## config.mk

```make
export PLATFORM = sky130hd
export DESIGN_NAME = mod_counter
export DESIGN_NICKNAME = d
export VERILOG_FILES = /design/src/rtl/counter_pkg.sv /design/src/rtl/step_unit.sv /design/src/rtl/mod_counter.sv
export SDC_FILE = /design/constraint.sdc
export NUM_CORES = 1
export LEC_CHECK = 0
export ABC_CLOCK_PERIOD_IN_PS = 6000
export BUFFER_PORTS_ARGS = -buffer_cell sky130_fd_sc_hd__buf_2
export CAP_MARGIN = 0
export CELL_PAD_IN_SITES_DETAIL_PLACEMENT = 1
export CELL_PAD_IN_SITES_GLOBAL_PLACEMENT = 1
export CORE_AREA = 2 2 39 41
export CTS_BUF_LIST = sky130_fd_sc_hd__clkbuf_4
export DETAILED_ROUTE_END_ITERATION = 6
export DIE_AREA = 0 0 41 43
export GPL_TIMING_DRIVEN = 0
export PLACE_DENSITY = 0.76
export SETUP_SLACK_MARGIN = 0.02
export SLEW_MARGIN = 20
export SYNTH_ARGS = -nofsm -noshare
export SYNTH_HDL_FRONTEND = slang
export SYNTH_SLANG_ARGS = --single-unit
```

## constraint.sdc

```tcl
create_clock -name clk -period 6 [get_ports clk]
set_clock_uncertainty 0.2 [all_clocks]
set_input_delay 1.2 -clock clk [delete_from_list [all_inputs] [get_ports clk]]
set_output_delay 1.2 -clock clk [all_outputs]
set_load 0.01 [all_outputs]
```

## src/rtl/counter_pkg.sv

```systemverilog
// Shared definitions for the modulo counter slice.
//   mode_e   : counting mode at a range end (wrap around or saturate)
//   DIR_UP   : value of the 'up' input that selects incrementing
//   DIR_DOWN : value of the 'up' input that selects decrementing
package counter_pkg;

  typedef enum logic {
    MODE_WRAP = 1'b0,
    MODE_SAT  = 1'b1
  } mode_e;

  localparam logic DIR_UP   = 1'b1;
  localparam logic DIR_DOWN = 1'b0;

endpackage : counter_pkg

```

## src/rtl/step_unit.sv

```systemverilog
// Combinational +/-1 step and range-end detection for a modulo counter.
// Ports:
//   count_i    : current count value
//   up_i       : direction (DIR_UP increments, DIR_DOWN decrements)
//   mode_i     : MODE_WRAP wraps modulo MODULUS, MODE_SAT holds at the range end
//   next_o     : value the counter takes if it steps this cycle
//   boundary_o : count sits on the range end in the current direction
module step_unit
  import counter_pkg::*;
#(
  parameter int     WIDTH   = 4,
  parameter longint MODULUS = 16
) (
  input  logic [WIDTH-1:0] count_i,
  input  logic             up_i,
  input  mode_e            mode_i,
  output logic [WIDTH-1:0] next_o,
  output logic             boundary_o
);

  // One extra bit so that MODULUS = 2**WIDTH is representable and the
  // increment of the top value is compared without overflowing.
  localparam logic [WIDTH:0]   MOD_EXT = (WIDTH + 1)'(MODULUS);
  localparam logic [WIDTH-1:0] MAX_VAL = WIDTH'(MODULUS - 64'sd1);

  logic [WIDTH:0] count_ext;
  logic [WIDTH:0] inc_ext;
  logic [WIDTH:0] dec_ext;
  logic           at_max;
  logic           at_zero;

  assign count_ext = {1'b0, count_i};
  assign inc_ext   = count_ext + (WIDTH + 1)'(1);
  assign dec_ext   = count_ext - (WIDTH + 1)'(1);

  // Incrementing MODULUS-1 lands exactly on MODULUS.
  assign at_max  = (inc_ext == MOD_EXT);
  // Decrementing zero borrows into the extra bit.
  assign at_zero = dec_ext[WIDTH];

  always_comb begin
    next_o     = count_i;
    boundary_o = 1'b0;
    if (up_i == DIR_UP) begin
      boundary_o = at_max;
      if (!at_max) begin
        next_o = inc_ext[WIDTH-1:0];
      end else if (mode_i == MODE_WRAP) begin
        next_o = '0;
      end
    end else if (up_i == DIR_DOWN) begin
      boundary_o = at_zero;
      if (!at_zero) begin
        next_o = dec_ext[WIDTH-1:0];
      end else if (mode_i == MODE_WRAP) begin
        next_o = MAX_VAL;
      end
    end
  end

endmodule : step_unit

```

## src/rtl/mod_counter.sv

```systemverilog
// Up/down modulo counter with parallel load, wrap or saturate mode.
// Ports:
//   clk      : clock, all state on the rising edge
//   rst      : asynchronous active-high reset (count = 0, carry = 0)
//   en       : count enable
//   load     : synchronous load strobe, has priority over en
//   load_val : value to load, clamped to MODULUS-1
//   up       : 1 = increment, 0 = decrement
//   sat      : 1 = saturate at range ends, 0 = wrap modulo MODULUS
//   count    : registered count
//   tc       : terminal count in the current direction (combinational)
//   carry    : registered pulse on a wrap or a forced saturation hold
module mod_counter
  import counter_pkg::*;
#(
  parameter int     WIDTH   = 4,
  parameter longint MODULUS = 16
) (
  input  logic             clk,
  input  logic             rst,
  input  logic             en,
  input  logic             load,
  input  logic [WIDTH-1:0] load_val,
  input  logic             up,
  input  logic             sat,
  output logic [WIDTH-1:0] count,
  output logic             tc,
  output logic             carry
);

  localparam logic [WIDTH:0]   MOD_EXT = (WIDTH + 1)'(MODULUS);
  localparam logic [WIDTH-1:0] MAX_VAL = WIDTH'(MODULUS - 64'sd1);

  logic [WIDTH-1:0] count_q;
  logic [WIDTH-1:0] count_d;
  logic             carry_q;
  logic             carry_d;
  logic [WIDTH-1:0] step_next;
  logic             at_boundary;
  logic [WIDTH-1:0] load_clamped;

  step_unit #(
    .WIDTH   (WIDTH),
    .MODULUS (MODULUS)
  ) u_step (
    .count_i    (count_q),
    .up_i       (up),
    .mode_i     (mode_e'(sat)),
    .next_o     (step_next),
    .boundary_o (at_boundary)
  );

  // Out-of-range load values park on the top of the range.
  assign load_clamped = ({1'b0, load_val} >= MOD_EXT) ? MAX_VAL : load_val;

  always_comb begin
    count_d = count_q;
    carry_d = 1'b0;
    if (load) begin
      count_d = load_clamped;
    end else if (en) begin
      count_d = step_next;
      // A step taken on the range end is either a wrap or a forced hold.
      carry_d = at_boundary;
    end
  end

  always_ff @(posedge clk or posedge rst) begin
    if (rst) begin
      count_q <= '0;
      carry_q <= 1'b0;
    end else begin
      count_q <= count_d;
      carry_q <= carry_d;
    end
  end

  assign count = count_q;
  assign carry = carry_q;
  assign tc    = at_boundary;

endmodule : mod_counter

```

# == After elaboration in Yosys (flattened, before gate mapping) ==
# Cells that the tools add are included.
# word_totals
elab_cells,19
regBits,5
# op_classes
reduce_logical,2
n_addsub,2
n_eq_ne,3
mux,10
# ops
cell,n
2-to-1 mux 4 bit,7
"inequality test 4 bit, second input constant",2
"adder 4 x 1 -> 5 bit, second input constant",1
"== test 5 bit, second input constant",1
"subtractor 4 x 1 -> 5 bit, second input constant",1
2-to-1 mux 1 bit,3
AND reduction 3 bit,1
nonzero test 2 bit,1

# == Longest topological paths before layout ==
# logic_depth
word_depth,6
mapped_depth,6
ltp_nobuf,6

# == Cells and area by module ==
# A second synthesis with hierarchy kept.
# unflattened
hier_cells,59
area_unflattened_um2,501.7
# by_module_without_submodules
mod,seq_area_each_um2,cells_per_inst,area_per_inst_um2,instances
step_unit,0.0,37,274.0,1
mod_counter,125.1,22,227.7,1

# == Worst setup path after synthesis ==
# Ideal clock, no wire load.
# synth_path
path_type,input -> output
start,input port up
end,output port tc
t_arrival_ps,1875
setup_slack_ps,2725
n_path_buf,0
path_stages,2
cell_sequence,or4b_4 > o21ai_0
# synth_between
elab_chain_len,1
# synth_lines
element,line_no,text
"start, declared",mod_counter.sv:24,"input logic up,"
2-to-1 mux 1 bit,step_unit.sv:44,if (up_i == DIR_UP) begin
"end, declared",mod_counter.sv:27,"output logic tc,"
# Every way passes these cells.

# == Final worst setup path ==
# Ends and elaborated chain as after synthesis.

==> summary.txt <==
Die Width: 41 um
Total Wirelength: 964 um
Grt ovf: 0
Tmin final: 3.566 ns
DRC: 0
Clock sinks: 5
DRT iter0 DRCs: 2
Clock share of power: 36.9%
#FFs+latches synth: 5
Final setup vio count: 0
Die area: 1763 um^2
Area Overhead vs Synth: 31.37%
Fmax: 280.4 MHz
Pre-CTS WS: 2.427 ns
LEAKAGE: 0.2425 nW
CTS max path bufs: 2
Net Switching: 35.28 uW
Hpwl dp: 819.7 um
Critical path fanouts, max: 5
Initial core utilization: 27.67%
Vias per cell: 5.025
Placer Congestion: 0.6651
Dpl cell area: 473.0 um^2
CTS resizes: 0
Final Hold Viols: 0
Max VDD drop: 0.1221 mV
Crit Path Class: input port to output pin
Cts bufs inserted: 3
Vias in the first global route: 398
Sequential share of power: 36.9%
Setup WS post-layout: 2.434 ns
RSZ-0062 raised after global routing: false
Net count after synthesis: 57
# rows: 14
Core ar.: 1384 um^2
Crit share post-route: 59.44%
Post-Synthesis Cells: 45
Arrival @ worst endpoint: 2.17 ns
Hold-fix buffers at CTS: 0
Mean Syn Cell Area: 8.508 um^2
Run status: finished clean
Initial antenna violation count: 0
DIE HEIGHT: 43 um
Post-layout util: 36.35%
Crit. End Element: output pin
TritonCTS clock tree: built
Register area share after synthesis: 32.68%
Clk_lat worst skew: 0.24 ns
Clk slew on worst S/H paths: 0.04 ns
Yosys warnings: 0
Synth area leaders: dfrtp_1 (33%), ha_1 (6.5%), o31a_1 (4.6%)
Post-synth top area share: 32.68%
Port Buffer Count: 14
Hold crit path type: flop to flop
Final Power: 116.6 uW
Setup TNS Final: 0 ns
Worst Max-Slew Pin Slew: 0.3826 ns
CP Data Required Time: 4.60 ns
First-pass DRT Iterations: 2
Root Buffer Master: clkbuf_4
Wire length per cell: 12.20 um
P per Cell Area: 231.8 nW/um^2
Io pins: 16
Logic pwr share: 26.3%
Yosys cell types: 27
Pint: 81.32 uW
Largest net degree at the start of global routing: 11
Antenna Nets Post-Route: 0
Cell taking the most area after synthesis: dfrtp_1
Max-slew headroom: 74.49%
Max Cap Viol: 0
Area of the mapped netlist: 382.9 um^2
Gr usage total: 13.31%
Layout cells sized above 1: 33.33%
Diodes inserted: 0
Fillers: 183
Sw Share: 30.26%
Via Count: 397
Post-route cell area: 503.0 um^2
Clock H-tree levels: 1
Final number of max-transition violations: 0
First-pass GRT wire length: 1.573 mm
Post-CTS Setup Inserts: 0
# nets final: 76
Worst setup SP type: input port
registers in the layout (all words and copies together) (netlist names):
name	cells
carry	1
count	4
per-layer routing:
layer | wire length [um] | GRT usage (%)
met1 | 402 | 14.01
met3 | 54 | 3.141
met4 | 8 | 8.000
met5 | 0 | 0
met2 | 498 | 22.19
critical path, cell delays in order:
cell and delay (ns):
buf_2 0.13, or4b_4 0.53, o21ai_0 0.13, buf_2 0.18
Yosys cell counts:
library cell / n
o22ai_1: 1
nor3_2: 1
o21a_1: 1
or4b_4: 1
nor2b_1: 1
buf_1: 1
nor4_1: 1
o31ai_1: 1
nand3_1: 2
a31oi_1: 1
o21ai_2: 1
a21o_1: 1
nand4_1: 1
o31a_1: 2
and3b_1: 1
a21oi_1: 1
nand2_1: 3
a32oi_1: 1
nand2b_1: 2
nor2_1: 4
xor2_1: 1
o21ai_1: 1
ha_1: 2
dfrtp_1: 5
o21ai_0: 3
inv_1: 4
mux2i_1: 1
cell families after synthesis:
kind of cell	count (synthesis)	share of synthesized area (%)
compound gates	14	24.84
xor+xnor	1	2.288
fa+ha+maj	2	6.535
buf+inv	5	4.900
flops	5	32.68
mux	1	2.614
simple gates	17	26.14
final timing paths:
check	start	to	slack (ns)	depth (start not counted)
min	count[3]	count[3]	0.47	2
max reg2reg	count[0]	count[3]	3.91	6
min reg2reg	count[3]	count[3]	0.47	2
max in group asynchronous	rst	count[3]	4.78	2
max	up	tc	2.43	4
min in group asynchronous	rst	count[0]	0.65	2
metrics by stage:
| step | hold WS (ns) | std cells |
|---|---|---|
| 2_1_floorplan | 0.4402 | 45 |
| 3_3_place_gp | 0.4364 | 75 |
| 3_5_place_dp | 0.4611 | 75 |
| 4_1_cts | 0.4709 | 79 |
| 5_1_grt | 0.5200 | 79 |
| 6_report | 0.4690 | 79 |
final cells by class:
type	instances	area, um^2	area share (%)
buffer	1	3.754	0.7463
clock buffer	4	30.03	5.970
inverter	4	15.01	2.985
multi-input combinational	35	239.0	47.51
sequential	5	125.1	24.88
tap	16	20.02	3.980
timing repair buffer	14	70.07	13.93
cell usage in the layout, fill, tap and decap left out, types with 2 or more instances in the layout:
cell,instances
nand2_1,3
inv_1,4
nor2_1,4
dfrtp_1,5
o21ai_0,3
buf_2,14
nand3_1,2
ha_1,2
nand2b_1,2
clkbuf_4,4
o31a_1,2
power by group through the flow:
stage	Sequential, mW	Combinational, mW	Clock (mW)
final	0.0430	0.0306	0.0430
after global routing	0.0439	0.0345	0.0482
after CTS	0.0430	0.0312	0.0453
after detailed placement	0.0435	0.0310	0
after global placement	0.0432	0.0299	0
after floorplan	0.0440	0.0183	0
Power figures use the tool's default switching activity.
